--- src/rtl/key_debounce_pkg.sv ---
// Shared types and constants for the panel key debouncer and its per-channel filters.
package key_debounce_pkg;

    typedef enum logic [1:0] {
        S_LO   = 2'b00,
        CHK_HI = 2'b01,
        S_HI   = 2'b11,
        CHK_LO = 2'b10
    } state_t;

    localparam int KEY_CODE_W       = 3;
    localparam int DEF_N_KEYS       = 6;
    localparam int DEF_TICK_DIV     = 1000;
    localparam int DEF_STABLE_TICKS = 20;

endpackage

--- src/rtl/key_debounce_filter_ch.sv ---
// One debounce channel: 2-FF synchroniser, four-state acceptance FSM with a tick
// counter, and registered level/press/release outputs.
module key_filter_ch
    import key_debounce_pkg::*;
#(
    parameter int STABLE_TICKS = DEF_STABLE_TICKS
) (
    input  logic i_clk,
    input  logic i_rst,
    input  logic i_raw,
    input  logic i_tick,
    output logic o_level,
    output logic o_press,
    output logic o_release
);

    localparam int CNT_W = $clog2(STABLE_TICKS);
    localparam logic [CNT_W-1:0] CNT_LAST = CNT_W'(STABLE_TICKS - 1);

    logic             r_meta;
    logic             r_sync;
    state_t           r_state;
    logic [CNT_W-1:0] r_cnt;

    always_ff @(posedge i_clk) begin
        if (i_rst) begin
            r_meta    <= 1'b0;
            r_sync    <= 1'b0;
            r_state   <= S_LO;
            r_cnt     <= '0;
            o_level   <= 1'b0;
            o_press   <= 1'b0;
            o_release <= 1'b0;
        end else begin
            r_meta <= i_raw;
            r_sync <= r_meta;

            // A bounce is tested before the tick, so it wins over an accept on the same cycle.
            case (r_state)
                S_LO: begin
                    if (r_sync) begin
                        r_state <= CHK_HI;
                        r_cnt   <= '0;
                    end
                end
                CHK_HI: begin
                    if (!r_sync) begin
                        r_state <= S_LO;
                    end else if (i_tick) begin
                        if (r_cnt == CNT_LAST) r_state <= S_HI;
                        else                   r_cnt   <= r_cnt + CNT_W'(1);
                    end
                end
                S_HI: begin
                    if (!r_sync) begin
                        r_state <= CHK_LO;
                        r_cnt   <= '0;
                    end
                end
                CHK_LO: begin
                    if (r_sync) begin
                        r_state <= S_HI;
                    end else if (i_tick) begin
                        if (r_cnt == CNT_LAST) r_state <= S_LO;
                        else                   r_cnt   <= r_cnt + CNT_W'(1);
                    end
                end
                default: r_state <= S_LO;
            endcase

            // State bit 1 is the accepted level (S_HI and CHK_LO); edges on it are the pulses.
            o_level   <= r_state[1];
            o_press   <= r_state[1] & ~o_level;
            o_release <= ~r_state[1] & o_level;
        end
    end

endmodule

--- src/rtl/key_debounce.sv ---
// Panel input conditioner: shared sample-tick prescaler, one filter per key, and
// the press priority encoder / multi-press flag.
module key_debounce
    import key_debounce_pkg::*;
#(
    parameter int N_KEYS       = DEF_N_KEYS,
    parameter int TICK_DIV     = DEF_TICK_DIV,
    parameter int STABLE_TICKS = DEF_STABLE_TICKS
) (
    input  logic                  i_clk,
    input  logic                  i_rst,
    input  logic [N_KEYS-1:0]     i_key_raw,
    output logic [N_KEYS-1:0]     o_key_level,
    output logic [N_KEYS-1:0]     o_key_press,
    output logic [N_KEYS-1:0]     o_key_release,
    output logic                  o_key_valid,
    output logic [KEY_CODE_W-1:0] o_key_code,
    output logic                  o_multi_press
);

    localparam int DIV_W = (TICK_DIV > 1) ? $clog2(TICK_DIV) : 1;
    localparam logic [DIV_W-1:0] DIV_LAST = DIV_W'(TICK_DIV - 1);

    logic [DIV_W-1:0]      r_div;
    logic                  w_tick;
    logic [KEY_CODE_W-1:0] w_code;

    assign w_tick = (r_div == DIV_LAST);

    always_ff @(posedge i_clk) begin
        if (i_rst)       r_div <= '0;
        else if (w_tick) r_div <= '0;
        else             r_div <= r_div + DIV_W'(1);
    end

    for (genvar g = 0; g < N_KEYS; g++) begin : g_ch
        key_filter_ch #(
            .STABLE_TICKS (STABLE_TICKS)
        ) u_ch (
            .i_clk     (i_clk),
            .i_rst     (i_rst),
            .i_raw     (i_key_raw[g]),
            .i_tick    (w_tick),
            .o_level   (o_key_level[g]),
            .o_press   (o_key_press[g]),
            .o_release (o_key_release[g])
        );
    end

    // Scan high to low so the lowest pressed index is the one left standing.
    always_comb begin
        w_code = '0;
        for (int i = N_KEYS - 1; i >= 0; i--) begin
            if (o_key_press[i]) w_code = KEY_CODE_W'(i);
        end
    end

    assign o_key_valid   = |o_key_press;
    assign o_key_code    = w_code;
    assign o_multi_press = |(o_key_press & (o_key_press - N_KEYS'(1)));

endmodule

--- config.mk ---
export PLATFORM = sky130hd
export DESIGN_NAME = key_debounce
export DESIGN_NICKNAME = d
export VERILOG_FILES = /design/src/rtl/key_debounce_pkg.sv /design/src/rtl/key_debounce_filter_ch.sv /design/src/rtl/key_debounce.sv
export SDC_FILE = /design/constraint.sdc
export NUM_CORES = 1
export LEC_CHECK = 0
export BUFFER_PORTS_ARGS = -buffer_cell sky130_fd_sc_hd__buf_2
export CAP_MARGIN = 20
export CORE_UTILIZATION = 50
export DETAILED_ROUTE_END_ITERATION = 12
export GPL_TIMING_DRIVEN = 0
export PLACE_DENSITY = 0.68
export SYNTH_ARGS = -nofsm -noshare
export SYNTH_HDL_FRONTEND = slang
export SYNTH_SLANG_ARGS = --single-unit
--- constraint.sdc ---
create_clock -name i_clk -period 2.1 [get_ports i_clk]
set_input_delay 0.105 -clock i_clk [delete_from_list [all_inputs] [get_ports i_clk]]
set_output_delay 0.105 -clock i_clk [all_outputs]
set_load 0.01 [all_outputs]
-- Word level (Yosys, flattened, before mapping)
Cells that the tools add are included.
- register bits: 82
- input port bits: 8
- output and inout port bits: 23
- word-level logic and storage cells: 272
- $add $sub $neg: 8
- equality and inequality tests: 73
- muxes and demuxes: 102
- bitwise logic cells: 25
- reduce and logical (&&, ||, !) cells: 21
- operators with widths (cell ; count):
    $mux 5 ; 36
    $pmux 5 s4 ; 6
    $mux 2 ; 48
    $pmux 2 s4 ; 6
    $reduce_and 6->1 ; 6
    $ne 3x3->1 const B ; 11
    $add 5x1->5 const B ; 6
    $eq 5x5->1 const B ; 6
    $eq 2x2->1 const B ; 12
    $ne 2x1->1 const B ; 12
    $ne 2x2->1 const B ; 12
    $reduce_and 4->1 ; 6
    $ne 3x1->1 const B ; 7
    $mux 3 ; 6
    $ne 3x2->1 const B ; 6
    $and 1x1->1 ; 12
    $eq 2x1->1 const B ; 6
    $logic_not 2->1 ; 6
    $not 1->1 ; 12
    $reduce_or 6->1 ; 2
    $add 10x1->10 const B ; 1
    $eq 10x10->1 const B ; 1
    $and 6x6->6 ; 1
    $sub 6x1->6 const B ; 1
    $reduce_or 2->1 ; 1

-- Logic depth before layout (Yosys ltp)
- depth in word-level cells: 6
- gate-level depth with buffers: 7
- gate-level depth less buffers: 6

-- Hierarchy
A second synthesis with hierarchy kept.
- cell total of the unflattened synthesis: 512
- area, all modules: 4558.1 um2
- by module, submodules not included (module ; instances ; cells each ; area each (um2)):
    key_filter_ch ; 6 ; 74 ; 669.4
    key_debounce ; 1 ; 68 ; 541.8

-- Worst setup path after synthesis
OpenSTA, ideal clock, no wires.
- path type: reg2reg
- start: register g_ch[2].u_ch.r_state[0]
- end: register g_ch[2].u_ch.r_cnt[0]
- library setup time: 0.079 ns
- arrival: 1.705 ns
- required time: 2.021 ns
- path slack: 0.316 ns
- cell stages (with the launch flop): 7
- buffers on the path: 0
- clock period less this slack: 1.784 ns
- path through: dfxtp_1 -> inv_1 -> ha_1 -> nor3b_1 -> nor2_1 -> or4b_2 -> o211ai_1
- word-level cells in the longest chain between the ends: 3
- elaborated cells between the ends (all ways): 10
- classes of those cells: 7 x eq/ne; 1 x mux; 2 x reduce/logical
- ends and longest elaborated chain (element ; RTL line ; source):
    start, declared ; key_debounce_filter_ch.sv:22 ; state_t r_state;
    start signal, assigned ; key_debounce_filter_ch.sv:29 ; r_state <= S_LO;
    start signal, assigned ; key_debounce_filter_ch.sv:42 ; r_state <= CHK_HI;
    start signal, assigned ; key_debounce_filter_ch.sv:48 ; r_state <= S_LO;
    $eq 2x2->1, or another cell as far along ; key_debounce_filter_ch.sv:39 ; case (r_state)
    $ne 2x2->1 (no line) or $ne 2x1->1 (tied branches) ; - ;
    $reduce_and 4->1 (no line) ; - ;
    end signal, assigned ; key_debounce_filter_ch.sv:51 ; else r_cnt <= r_cnt + CNT_W'(1);
    end signal, assigned ; key_debounce_filter_ch.sv:65 ; else r_cnt <= r_cnt + CNT_W'(1);
    end, declared ; key_debounce_filter_ch.sv:23 ; logic [CNT_W-1:0] r_cnt;
Several ways; a longest one is shown, not always the timed one.
A chain may end at the register's enable or synchronous reset.

-- Worst setup path after layout
- start: register g_ch[2].u_ch.r_state[1]
- end: register g_ch[2].u_ch.r_cnt[0]
Same word-level chain as after synthesis.

==> results.md <==
* CP Data Required Time at about 2.4 ns
* Slew headroom at 0.470
* Dominant cell type by area after synthesis: dfxtp_1
* Final ANT Viol Nets at 0
* First-pass GRT wire length at approximately 18 mm
* Final WL at 11.0 mm
* Actual slew at the worst max-slew pin at 0.794 ns
* DR vias at ~4.2k
* #FFs+latches synth at a little over 80
* Via density at 5.97
* Share of the synthesized area in the top cell type at 0.354
* M1 WL at ~5 mm
* Total global-route track usage at 0.236
* DRC at 3
* Final Skew at between 0.008 and 0.009 ns
* Crit end category: flip-flop
* Post-synth EDFFs at 0
* Syn Nets at approximately 580
* Setup Viol. Count Final at 0
* Number of global-route vias before repair at about 3.8k
* Synth Area in XOR/XNOR at 0.0113
* Area occupied by multi-input gates at ~0.0027 mm2
* Synthesis Warnings at 0
* Num Clock Sinks at 82
* Clock-pin slew on the worst setup and hold paths at approximately 0.09 ns
* DR top layer: met4
* Final TNS setup at 0 ns
* Worst IR Drop VDD at 0.333 mV
* Max clock buf depth at 2
* WP data arrival at between 2 and 2.5 ns
* Sequential-to-total area share from yosys stat at 0.354
* Adder-Cell Fraction of Synth Area at 0.0945
* Gr ovfl total at 0
* Status: finished, violations left
* # rows at 34
* Final Hold Violating Endpoints at 0
* Most instantiated cells after synthesis: 82 x dfxtp_1, 38 x nand2_1, 35 x ha_1
* Final slew viol count at 0
* # diodes at 0
* Routed WL per cell at between 15 and 20 um
* Length of routed met3 wiring at ~430 um
* CTS tree: done
* Post-Syn Area per Cell at around 8.6 um2
* Peak clock frequency supported by timing at between 400 and 500 MHz
* Final net count at ~630
* Critical path peak fanout at 7
* Area grow syn2layout at 13.6%
* Initial drt markers at 247
* WHS at roughly 0.011 ns
* RSZ-0062 raised after global routing: false
* PD cells at 601 mW/mm2
* Tcrit/Tclk final at 0.958
* Proportion of layout cells with a drive suffix above 1 at 0.173
* CTS buffer count at 9
* Crit path time final at 2.01 ns
* Top-count cell post-synth: dfxtp_1
* Mapped Cells at 539
* Core Box Area at 0.00885 mm2
* FILL cells at just under 800
* Min-delay worst type: in -> reg
* Io pins at 31
* Post-DP HPWL at just under 8 mm
* Post-synthesis simple-gate area fraction at 0.281
* Mapped Area at about 0.0046 mm2
* I/O Buffers at 30
* Top_reg_cell synth: dfxtp_1
* Initial antenna violation count at 0
* Largest family of logic cells by synthesized area: simple AND/OR/NAND/NOR gates
* Met2 routed WL at ~5.4 mm
* H-tree depth at 3
* Die area at between 0.009 and 0.01 mm2
* Largest net degree at the start of global routing at 16
* GPL Wtd Cong at between 0.8 and 0.9
* Synth top area cells: dfxtp_1 35%, ha_1 9.5%, nand2_1 3.1%
* Multiplexer share of the synthesized area at 0.0154
* Failing checks: design-rule violations
* Die width at 98.3 um
* Max cap viols at 0
* Lkg Pwr at roughly 2.1 nW
* Starting Density at 0.524
* DIE HEIGHT at between 90 and 100 um
* Register area at between 0.0015 and 0.002 mm2
* Pre-antenna DRT Iters at 11
* Root buffer cell: clkbuf_8
* WS Path Type: reg -> reg
* Yosys cell types at 62
* Clk Latency, worst-skew pair at around 0.36 ns
* Ys async rst share at 0
* Critical Path Source Type: flip-flop
* Compound-Gate Fraction of Synth Area at 0.167
## worst paths after layout
kind | start | end | slack, ns | cells after the start
worst max-delay path | g_ch[2].u_ch.r_state[1] | g_ch[2].u_ch.r_cnt[0] | 0.09 | 6
worst min-delay path | i_key_raw[5] | g_ch[5].u_ch.r_meta | 0.01 | 2
worst max register to register | g_ch[2].u_ch.r_state[1] | g_ch[2].u_ch.r_cnt[0] | 0.09 | 6
worst min register to register | g_ch[0].u_ch.o_level | g_ch[0].u_ch.o_press | 0.43 | 1
## what timing repair did
action / 4_1_cts / 5_1_grt
gates resized for setup: 5 / 21
pin swaps: 0 / 1
hold endpoints to repair: 5 / 0
setup endpoints to repair: 11 / 26
hold buffers: 5 / 0
buffers inserted: 0 / 2
## flip-flops by register name, summed over array words and instances (netlist names)
name,cells
g_ch.u_ch.r_state,12
g_ch.u_ch.o_level,6
g_ch.u_ch.o_release,6
r_div,10
g_ch.u_ch.r_cnt,30
g_ch.u_ch.o_press,6
g_ch.u_ch.r_sync,6
g_ch.u_ch.r_meta,6
## metal layers
| layer | global-route usage | vias up |
|---|---|---|
| met2 | 0.400 | 100 |
| met3 | 0.0344 | 16 |
| met1 | 0.306 | 1986 |
| li1 | - | 2068 |
| met5 | 0 | - |
| met4 | 0.0815 | 0 |
## cell families (layout without fill, tap and decap cells)
| logic type | Yosys count | after routing |
|---|---|---|
| adder cells (fa/ha/maj) | 35 | 35 |
| buffers and inverters | 72 | 123 |
| AO/OA/AOI/OAI | 109 | 109 |
| XOR/XNOR | 6 | 6 |
| flip-flops | 82 | 82 |
| AND/OR/NAND/NOR | 228 | 228 |
| multiplexers | 7 | 7 |
## stage by stage
stage	utilization	setup WS [ns]	cells	total power [mW]	cell area, um2
after detailed placement	0.556	-0.152	677	2.13	4920
after floorplan	-	0.316	539	2.00	4630
after global placement	0.556	-0.111	677	2.11	4920
after CTS	0.584	-0.0350	697	3.18	5160
final	0.595	0.0877	698	3.16	5260
after global routing	0.595	0.0104	698	3.31	5260
## final cells by class
class | instances | area share
Multi-Input combinational cell | 385 | 0.521
Sequential cell | 82 | 0.312
Buffer | 45 | 0.0487
Timing Repair Buffer | 37 | 0.0409
Tap cell | 108 | 0.0257
Clock buffer | 9 | 0.0235
Inverter | 25 | 0.0178
Clock inverter | 7 | 0.0102
## worst max-delay path, stage by stage, from the launching register on
cell	delay, ns
dfxtp_1	0.39
inv_1	0.13
ha_1	0.22
nor3_1	0.27
nor2_2	0.13
or4b_2	0.62
o211ai_1	0.17
## layout by cell type (no fill, tap or decap), drive strengths merged, types with 5 or more instances in the layout
master,count
a21oi,16
mux2i,6
and3,15
ha,35
a41oi,13
nand3,27
nand2,38
nor4,8
nor2,31
o21ai,14
dlygate4sd3,5
nor2b,19
a31oi,15
o211ai,14
nand4,15
dfxtp,82
buf,59
nand2b,10
or4,8
inv,26
nor3,22
or4b,5
clkbuf,27
## power breakdown
| part | switching, mW | internal [mW] | total, mW |
|---|---|---|---|
| Sequential | 0.0385 | 1.60 | 1.63 |
| Clock | 0.614 | 0.435 | 1.05 |
| Combinational | 0.310 | 0.169 | 0.479 |
Power figures use the tool's default switching activity.
